[src/rtl/ps2_keypad_pkg.sv]
// rtl/ps2_keypad_pkg.sv - PS/2 scan-code constants, receiver state encodings and the Chip-8 key map
package ps2_keypad_pkg;

   // Prefix bytes of scan-code set 2
   localparam logic [7:0] PS2_BREAK = 8'hF0;
   localparam logic [7:0] PS2_EXT   = 8'hE0;

   // Set 2 make codes of the 16 keys that form the hex keypad
   localparam logic [7:0] PS2_KEY_1 = 8'h16;
   localparam logic [7:0] PS2_KEY_2 = 8'h1E;
   localparam logic [7:0] PS2_KEY_3 = 8'h26;
   localparam logic [7:0] PS2_KEY_4 = 8'h25;
   localparam logic [7:0] PS2_KEY_Q = 8'h15;
   localparam logic [7:0] PS2_KEY_W = 8'h1D;
   localparam logic [7:0] PS2_KEY_E = 8'h24;
   localparam logic [7:0] PS2_KEY_R = 8'h2D;
   localparam logic [7:0] PS2_KEY_A = 8'h1C;
   localparam logic [7:0] PS2_KEY_S = 8'h1B;
   localparam logic [7:0] PS2_KEY_D = 8'h23;
   localparam logic [7:0] PS2_KEY_F = 8'h2B;
   localparam logic [7:0] PS2_KEY_Z = 8'h1A;
   localparam logic [7:0] PS2_KEY_X = 8'h22;
   localparam logic [7:0] PS2_KEY_C = 8'h21;
   localparam logic [7:0] PS2_KEY_V = 8'h2A;

   // Receiver FSM encodings
   localparam logic [1:0] RX_IDLE   = 2'd0;
   localparam logic [1:0] RX_DATA   = 2'd1;
   localparam logic [1:0] RX_PARITY = 2'd2;
   localparam logic [1:0] RX_STOP   = 2'd3;

   typedef struct packed {
      logic       hit;
      logic [3:0] key;
   } key_map_t;

   // Translate a set 2 make code to its Chip-8 key; hit=0 for codes off the keypad
   function automatic key_map_t map_scan(input logic [7:0] code);
      key_map_t m;
      m.hit = 1'b1;
      m.key = 4'h0;
      case (code)
         PS2_KEY_1: m.key = 4'h1;
         PS2_KEY_2: m.key = 4'h2;
         PS2_KEY_3: m.key = 4'h3;
         PS2_KEY_4: m.key = 4'hC;
         PS2_KEY_Q: m.key = 4'h4;
         PS2_KEY_W: m.key = 4'h5;
         PS2_KEY_E: m.key = 4'h6;
         PS2_KEY_R: m.key = 4'hD;
         PS2_KEY_A: m.key = 4'h7;
         PS2_KEY_S: m.key = 4'h8;
         PS2_KEY_D: m.key = 4'h9;
         PS2_KEY_F: m.key = 4'hE;
         PS2_KEY_Z: m.key = 4'hA;
         PS2_KEY_X: m.key = 4'h0;
         PS2_KEY_C: m.key = 4'hB;
         PS2_KEY_V: m.key = 4'hF;
         default:   m.hit = 1'b0;
      endcase
      return m;
   endfunction

endpackage

[src/rtl/ps2_keypad_rx.sv]
// rtl/ps2_keypad_rx.sv - PS/2 frame receiver: synchronisers, falling-edge detect, frame FSM, idle timeout
module ps2_keypad_rx
   import ps2_keypad_pkg::*;
#(
   parameter int TIMEOUT_CYCLES = 50000
) (
   input  logic       clk,
   input  logic       res_n,
   input  logic       ps2_clk,
   input  logic       ps2_data,
   output logic       rx_valid,
   output logic [7:0] rx_byte,
   output logic       rx_err
);

   localparam int TW = $clog2(TIMEOUT_CYCLES + 1);

   logic          clk_s1, clk_s2, clk_prev;
   logic          data_s1, data_s2;
   logic          fall;
   logic          stop_ok;
   logic          expire;
   logic [1:0]    state;
   logic [2:0]    bit_cnt;
   logic [7:0]    shift;
   logic          par;
   logic [TW-1:0] timer;

   // Two-flop synchronisers; reset to the idle-high line level so release never fakes an edge
   always_ff @(posedge clk or negedge res_n) begin
      if (!res_n) begin
         clk_s1   <= 1'b1;
         clk_s2   <= 1'b1;
         clk_prev <= 1'b1;
         data_s1  <= 1'b1;
         data_s2  <= 1'b1;
      end else begin
         clk_s1   <= ps2_clk;
         clk_s2   <= clk_s1;
         clk_prev <= clk_s2;
         data_s1  <= ps2_data;
         data_s2  <= data_s1;
      end
   end

   // Edge detect, frame check and timeout expiry; results are flagged in the edge cycle itself
   always_comb begin
      fall     = clk_prev & ~clk_s2;
      stop_ok  = data_s2 & (^{shift, par});
      rx_valid = fall && (state == RX_STOP) && stop_ok;
      rx_err   = fall && (((state == RX_IDLE) && data_s2) ||
                          ((state == RX_STOP) && !stop_ok));
      rx_byte  = shift;
      expire   = (state != RX_IDLE) && !fall && (timer == TW'(TIMEOUT_CYCLES - 1));
   end

   // Frame FSM: one step per ps2_clk falling edge, abandoned after a silent TIMEOUT_CYCLES
   always_ff @(posedge clk or negedge res_n) begin
      if (!res_n) begin
         state   <= RX_IDLE;
         bit_cnt <= 3'd0;
         shift   <= 8'h00;
         par     <= 1'b0;
         timer   <= '0;
      end else if (fall) begin
         timer <= '0;
         case (state)
            RX_IDLE: begin
               if (!data_s2) begin
                  state   <= RX_DATA;
                  bit_cnt <= 3'd0;
               end
            end
            RX_DATA: begin
               shift   <= {data_s2, shift[7:1]};
               bit_cnt <= bit_cnt + 3'd1;
               if (bit_cnt == 3'd7) state <= RX_PARITY;
            end
            RX_PARITY: begin
               par   <= data_s2;
               state <= RX_STOP;
            end
            default: state <= RX_IDLE;
         endcase
      end else if (expire) begin
         state <= RX_IDLE;
         timer <= '0;
      end else if (state != RX_IDLE) begin
         timer <= timer + 1'b1;
      end else begin
         timer <= '0;
      end
   end

endmodule

[src/rtl/ps2_keypad.sv]
// rtl/ps2_keypad.sv - PS/2 set 2 decoder to Chip-8 hex keypad state; PS2_KEYPAD_RAW_EN adds raw byte ports
module ps2_keypad
   import ps2_keypad_pkg::*;
#(
   parameter int TIMEOUT_CYCLES = 50000
) (
   input  logic        clk,
   input  logic        res_n,
   input  logic        ps2_clk,
   input  logic        ps2_data,
   output logic [15:0] keys,
   output logic        any_key,
   output logic        key_event,
   output logic [3:0]  key_code,
   output logic        key_pressed,
`ifdef PS2_KEYPAD_RAW_EN
   output logic        scan_valid,
   output logic [7:0]  scan_code,
`endif
   output logic        rx_error
);

   logic       rx_valid;
   logic [7:0] rx_byte;
   logic       rx_err;
   logic       brk;
   logic       ext;
   key_map_t   km;

   ps2_keypad_rx #(
      .TIMEOUT_CYCLES(TIMEOUT_CYCLES)
   ) u_rx (
      .clk      (clk),
      .res_n    (res_n),
      .ps2_clk  (ps2_clk),
      .ps2_data (ps2_data),
      .rx_valid (rx_valid),
      .rx_byte  (rx_byte),
      .rx_err   (rx_err)
   );

   // Key lookup of the byte currently being accepted
   always_comb begin
      km      = map_scan(rx_byte);
      any_key = |keys;
   end

   // Prefix flags and key register; extended keys are consumed but never mapped
   always_ff @(posedge clk or negedge res_n) begin
      if (!res_n) begin
         brk         <= 1'b0;
         ext         <= 1'b0;
         keys        <= 16'h0000;
         key_event   <= 1'b0;
         key_code    <= 4'h0;
         key_pressed <= 1'b0;
         rx_error    <= 1'b0;
      end else begin
         key_event <= 1'b0;
         rx_error  <= rx_err;
         if (rx_valid) begin
            if (rx_byte == PS2_BREAK) begin
               brk <= 1'b1;
            end else if (rx_byte == PS2_EXT) begin
               ext <= 1'b1;
            end else begin
               brk <= 1'b0;
               ext <= 1'b0;
               if (!ext && km.hit) begin
                  key_event      <= 1'b1;
                  key_code       <= km.key;
                  key_pressed    <= ~brk;
                  keys[km.key]   <= ~brk;
               end
            end
         end else if (rx_err) begin
            brk <= 1'b0;
            ext <= 1'b0;
         end
      end
   end

`ifdef PS2_KEYPAD_RAW_EN
   // Raw byte tap: every accepted byte, prefixes and unmapped codes included
   always_ff @(posedge clk or negedge res_n) begin
      if (!res_n) begin
         scan_valid <= 1'b0;
         scan_code  <= 8'h00;
      end else begin
         scan_valid <= rx_valid;
         if (rx_valid) scan_code <= rx_byte;
      end
   end
`endif

endmodule

[config.mk]
export PLATFORM = sky130hd
export DESIGN_NAME = ps2_keypad
export DESIGN_NICKNAME = d
export VERILOG_FILES = /design/src/rtl/ps2_keypad_pkg.sv /design/src/rtl/ps2_keypad_rx.sv /design/src/rtl/ps2_keypad.sv
export SDC_FILE = /design/constraint.sdc
export NUM_CORES = 1
export LEC_CHECK = 0
export ABC_CLOCK_PERIOD_IN_PS = 5050
export CAP_MARGIN = 20
export CORE_MARGIN = 8
export CORE_UTILIZATION = 55
export CTS_BUF_LIST = sky130_fd_sc_hd__clkbuf_8
export DETAILED_ROUTE_END_ITERATION = 10
export PLACE_DENSITY = 0.84
export SLEW_MARGIN = 30
export SYNTH_ARGS = -nofsm -noshare
export SYNTH_HDL_FRONTEND = slang
export SYNTH_SLANG_ARGS = --single-unit
[constraint.sdc]
create_clock -name clk -period 5.05 [get_ports clk]
set_input_delay 0.7575 -clock clk [delete_from_list [all_inputs] [get_ports clk]]
set_output_delay 0.7575 -clock clk [all_outputs]
set_load 0.05 [all_outputs]
After elaboration in Yosys (flattened, before gate mapping)

Cells that the tools add are included.

Register bits: 60
Latch bits: 0
Memory bits (writable): 0
Memory bits (read-only): 0
Input bits: 4
Output and inout port bits: 24
Logic and storage cells: 109
Memories kept: 0

Add/sub/neg operators: 2
Multipliers: 0
Divide/modulo/power cells: 0
Order comparisons: 2
Eq/ne operators: 28
Shifts and indexed selects: 0
Mux-type cells: 26
Bitwise operators: 6
Reductions and logical operators: 28

Operator list:

| cell                  | count |
|---|---|
| $eq 8x6->1 const B    | 9 |
| $pmux 4 s15           | 1 |
| $eq 8x5->1 const B    | 7 |
| $mux 16               | 3 |
| $reduce_or 16->1      | 2 |
| $add 16x1->16 const B | 1 |
| $bwmux 16             | 1 |
| $eq 16x16->1 const B  | 1 |
| $eq 8x8->1 const B    | 2 |
| $mux 1                | 13 |
| $logic_and 1x1->1     | 9 |
| $ne 3x3->1 const B    | 3 |
| $reduce_xor 9->1      | 1 |
| $mux 2                | 4 |
| $reduce_and 2->1      | 4 |
| $reduce_bool 2->1     | 4 |
| $pmux 2 s3            | 1 |
| $pmux 3 s2            | 1 |
| $reduce_and 3->1      | 2 |
| $lt 4x5->1 const B    | 1 |
| $demux 1 s4           | 1 |
| $eq 2x2->1 const B    | 2 |
| $ge 4x1->1 const B    | 1 |
| $ne 2x2->1 const B    | 2 |
| 10 further kinds      | 16 |

Logic depth before layout (Yosys ltp)

Depth in word-level cells: 8
Mapped depth: 8

By module

A second synthesis with hierarchy kept.

Cells, all modules: 315
Area, all modules: 3291.9 µm²

By module, submodules not included:

| module        | times used | cells each | area an instance (µm²) |
|---|---|---|---|
| ps2_keypad_rx | 1          | 156        | 1726.7 |
| ps2_keypad    | 1          | 159        | 1565.3 |

Worst setup path after synthesis

Ideal clock, no wire load.

Kind: reg-to-reg
Start: reg u_rx.shift[5], in the netlist u_rx.rx_byte[5]
End: reg keys[14]
Setup time: 0.135 ns
Data arrival time: 2.039 ns
Required time: 4.915 ns
Path slack: 2.876 ns
Cell stages (with the launch flop): 9
Path buffers: 2
Cells stage by stage: dfrtp_1 clkbuf_1 and4b_1 a2111oi_2 mux2i_4 nand2b_4 buf_6 o31ai_2 o41ai_2

Longest elaborated chain between the ends: 7
Elaborated cells on any way between the ends: 34
Classes of those cells: 2 x order compare; 18 x eq/ne; 5 x mux; 3 x bitwise; 6 x reduce/logical

Ends and longest elaborated chain:

| element                                                        | RTL line             | RTL |
|---|---|---|
| start: declaration                                             | ps2_keypad_rx.sv:25  | `logic [7:0] shift;` |
| start signal: assignment                                       | ps2_keypad_rx.sv:75  | `shift <= {data_s2, shift[7:1]};` |
| $eq 8x6->1 or $eq 8x5->1 (tied branches)                       | ps2_keypad_pkg.sv:42 | `case (code)` |
| $pmux 4 s15                                                    | ps2_keypad_pkg.sv:42 |  |
| $lt 4x5->1 (implied by the code) or $ge 4x1->1 (tied branches) | ps2_keypad.sv:73     | `keys[km.key] <= ~brk;` |
| $logic_and 1x1->1 (implied by the code)                        | ps2_keypad.sv:73     |  |
| $mux 1 (implied by the code)                                   | ps2_keypad.sv:73     |  |
| $demux 1 s4                                                    | ps2_keypad.sv:73     |  |
| $bwmux 16                                                      | ps2_keypad.sv:73     |  |
| end signal: indexed assignment                                 | ps2_keypad.sv:73     |  |
| end: declaration                                               | ps2_keypad.sv:11     | `output logic [15:0] keys,` |

Several ways; a longest one is shown, not always the timed one.
A chain may end at the register's enable or synchronous reset.

Worst setup path after layout

Start: reg keys[1]
End: out any_key

Longest elaborated chain between the ends: 1

Ends and longest elaborated chain:

| element          | RTL line         | RTL |
|---|---|---|
| $reduce_or 16->1 | ps2_keypad.sv:45 | `any_key = \|keys;` |
| end: declaration | ps2_keypad.sv:12 | `output logic any_key,` |

Every way passes these cells.

==> impl_summary.log <==
[metrics] arrival time of data at the critical path endpoint: ~1.9 ns
[metrics] WL per Instance: approximately 17 um
[metrics] hpwl dp: approximately 4.7 mm
[metrics] final max-slew violation count: 0
[metrics] floorplan die height: about 94 um
[metrics] Total Neg Setup Slack: 0 ns
[metrics] share of the cycle needed by the critical path after routing: 0.524
[metrics] final clock skew: between 0.009 and 0.01 ns
[metrics] weighted congestion reported at the end of routability-driven placement: 0.910
[metrics] P_leak: approximately 1.6 nW
[metrics] Post-Syn Nets: 328
[metrics] post-synthesis cell count: around 320
[metrics] final worst-path setup slack: between 2 and 2.5 ns
[metrics] kind of critical path: flip-flop to output pin
[metrics] clock sink count: 60
[metrics] Startpoint Class: flip-flop
[metrics] GRT Total Usage: 0.172
[metrics] maximum single-stage delay on the critical path: 0.72 ns
[metrics] root buf cell: sky130_fd_sc_hd__clkbuf_8
[metrics] highest-delay cell along the critical path: sky130_fd_sc_hd__clkdlybuf4s50_1
[metrics] total DRC errors in the routed layout: 0
[metrics] sequence of cells on the critical path: nor4_1, nand4_1, clkdlybuf4s50_1
[metrics] endpoint class of the critical path: output pin
[metrics] WP data required: approximately 4.3 ns
[metrics] remaining antenna violation count: 0
[metrics] number of search-and-repair iterations in the first detailed-routing pass: 5
[metrics] starting DRC count in detailed routing: about 120
[metrics] Top FF cell, synth: sky130_fd_sc_hd__dfrtp_1
[metrics] Hold Violations, Final: 0
[metrics] top cell type by total area after synthesis: sky130_fd_sc_hd__dfrtp_1
[metrics] Yosys warning total: 0
[metrics] count of standard-cell rows: 28
[metrics] RSZ-0062 raised after global routing: false
[metrics] number of enable flip-flop cells after synthesis: 0
[metrics] Relative slew margins: 0.507
[metrics] maximum buffer depth of the clock tree: 2
[metrics] worst setup slack before clock tree synthesis: approximately 2.5 ns
[metrics] run status: finished clean
[metrics] count of input and output buffers: 27
[metrics] slew at the pin closest to its max-slew limit: roughly 0.74 ns
[metrics] total gr overflow: 0
[metrics] proportion of synthesized flip-flops having asynchronous set or reset: 1.00
[metrics] Worst-path clk slew: approximately 0.080 ns
[metrics] pin count of the biggest net entering global routing: 61
[metrics] final cell utilization of the core: 0.653
[metrics] clock period minus worst slack: ~2.6 ns
[metrics] cell area after synthesis: approximately 3300 sq um
[metrics] number of buffers inserted by post-CTS setup repair: 0
[metrics] effective utilization at floorplan: 0.564
[metrics] fin cells: 418
[metrics] final routed wirelength across all metal layers: 7.12 mm
[metrics] CTS tree: yes
[metrics] average cell area after synthesis: about 10 sq um
[metrics] type of the most critical hold path: flip-flop to flip-flop
[metrics] via-per-instance ratio: a little under 6
[metrics] vias in the first global route: roughly 2500
[metrics] max-cap violations: 0
[metrics] Synth cell types: 62
[metrics] number of nets in the layout: ~350
[metrics] Layout area overhead: 15.9%
[metrics] most numerous cell types in the synthesized netlist: sky130_fd_sc_hd__dfrtp_1 (55), sky130_fd_sc_hd__nor2_1 (26), sky130_fd_sc_hd__nand2_1 (25)
[metrics] clock latency at the later pin of the worst-skew pair: ~0.35 ns
[metrics] Placed Cells: roughly 400
[metrics] part of the Yosys area used for sequential elements: 0.454
[metrics] die outline area: 8780 sq um
[metrics] count of hold-fix buffers inserted at cts: 0
[metrics] H-Tree Depth: 3
[metrics] top cells by area, synth: sky130_fd_sc_hd__dfrtp_1 (41%), sky130_fd_sc_hd__mux2i_1 (4.2%), sky130_fd_sc_hd__dfstp_2 (4.0%)
[metrics] via count: roughly 2500
[metrics] areal power density over the cells: between 300 and 400 nW/um^2
[metrics] number of buffers added by the clock tree synthesis step: 9
[metrics] initial antenna violation count: 0
[metrics] first-pass GRT wire length: around 12 mm
[metrics] Finish-stage setup viols: 0
[metrics] fraction of post-synthesis cell area in the top cell type by area: 0.415
[metrics] Post-CTS Resized: 0
[metrics] worst vdd ir: ~310 uV
[metrics] horizontal die dimension: 93.7 um
[metrics] number of diodes: 0
[metrics] peak fanout along the critical path: 3
[metrics] cell with the most instances after synthesis: sky130_fd_sc_hd__dfrtp_1
[metrics] number of top-level pins: 28
[metrics] share of final-layout standard cells stronger than drive strength 1: 0.134
[metrics] number of register bits inferred by synthesis: 60
[metrics] number of inserted filler cells in the final layout: 460
[metrics] core area: 5890 sq um
[metrics] Max Fclk: ~380 MHz
-- layout make-up --
type                    instances  area, sq um  area share
inverters                      21         78.8      0.0205
well taps                      75         93.8      0.0244
clock buffers                   9          124      0.0322
clock inverters                 7          124      0.0322
multi-input cells             218         1650       0.428
repair buffers                 28          273      0.0709
flip-flops and latches         60         1510       0.392
-- sequential cells by signal (all words and copies together), names as in the netlist, 2 cells and up --
register,flops
keys,16
u_rx.timer,16
u_rx.rx_byte,8
key_code,4
u_rx.bit_cnt,3
u_rx.state,2
-- report_power, final --
| group | leakage (nW) | internal (mW) | switching (mW) |
|---|---|---|---|
| Clock | 0.120 | 0.331 | 0.209 |
| Combinational | 0.671 | 0.159 | 0.197 |
| Sequential | 0.815 | 0.519 | 0.0755 |
-- placed cells by master, fill, tap and decap left out, drive strengths merged, types with 9 or more instances in the layout --
| master | netlist | final |
|---|---|---|
| mux2i | 15 | 15 |
| mux2 | 9 | 9 |
| nand2 | 25 | 25 |
| a21oi | 9 | 9 |
| nand3 | 16 | 16 |
| clkbuf | 11 | 9 |
| nor2 | 26 | 26 |
| o21ai | 12 | 12 |
| xor2 | 11 | 11 |
| clkdlybuf4s50 | 0 | 26 |
| inv | 21 | 22 |
| dfrtp | 55 | 55 |
-- final timing paths --
path	endpoint	slack, ns	startpoint	depth (start not counted)
max in group asynchronous	u_rx.timer[11]	4.01	res_n	2
hold / removal	u_rx.data_s2	0.35	u_rx.data_s1	0
setup reg to reg	keys[6]	2.45	u_rx.rx_byte[1]	6
setup / recovery	any_key	2.41	keys[1]	3
min in group asynchronous	keys[4]	0.55	res_n	2
hold reg to reg	u_rx.data_s2	0.35	u_rx.data_s1	0
-- kinds of logic after synthesis --
family                     Yosys count  share of synthesized area
muxes                               24                     0.0795
and+or+nand+nor                    116                      0.191
AOI/OAI and AO/OA                   50                      0.130
xor gates and xnor gates            21                     0.0682
adders and majority gates            7                     0.0264
buffers and inverters               39                     0.0501
DFF                                 60                      0.454
-- through the flow --
step | instance area, sq um | hold slack (ns) | power [mW]
6_report | 3850 | 0.349 | 1.49
5_1_grt | 3850 | 0.360 | 1.56
4_1_cts | 3850 | 0.359 | 1.50
3_5_place_dp | 3600 | 0.351 | 0.958
3_3_place_gp | 3600 | 0.347 | 0.948
2_1_floorplan | 3320 | 0.345 | 0.896
-- routing by layer --
metal / global-route usage / vias to the layer above / routed length (um)
li1: - / 1179 / -
met1: 0.201 / 1203 / 2970
met2: 0.279 / 88 / 3560
met3: 0.0384 / 20 / 393
met4: 0.114 / 0 / 199
met5: 0 / - / 0
-- critical path, delay by kind of cell, from the launching register on --
family | cells | cell delay (ns)
simple gates | 2 | 0.42
flops | 1 | 0.40
buf+inv | 1 | 0.72
Note: power is estimated with default switching activity, not from simulation.
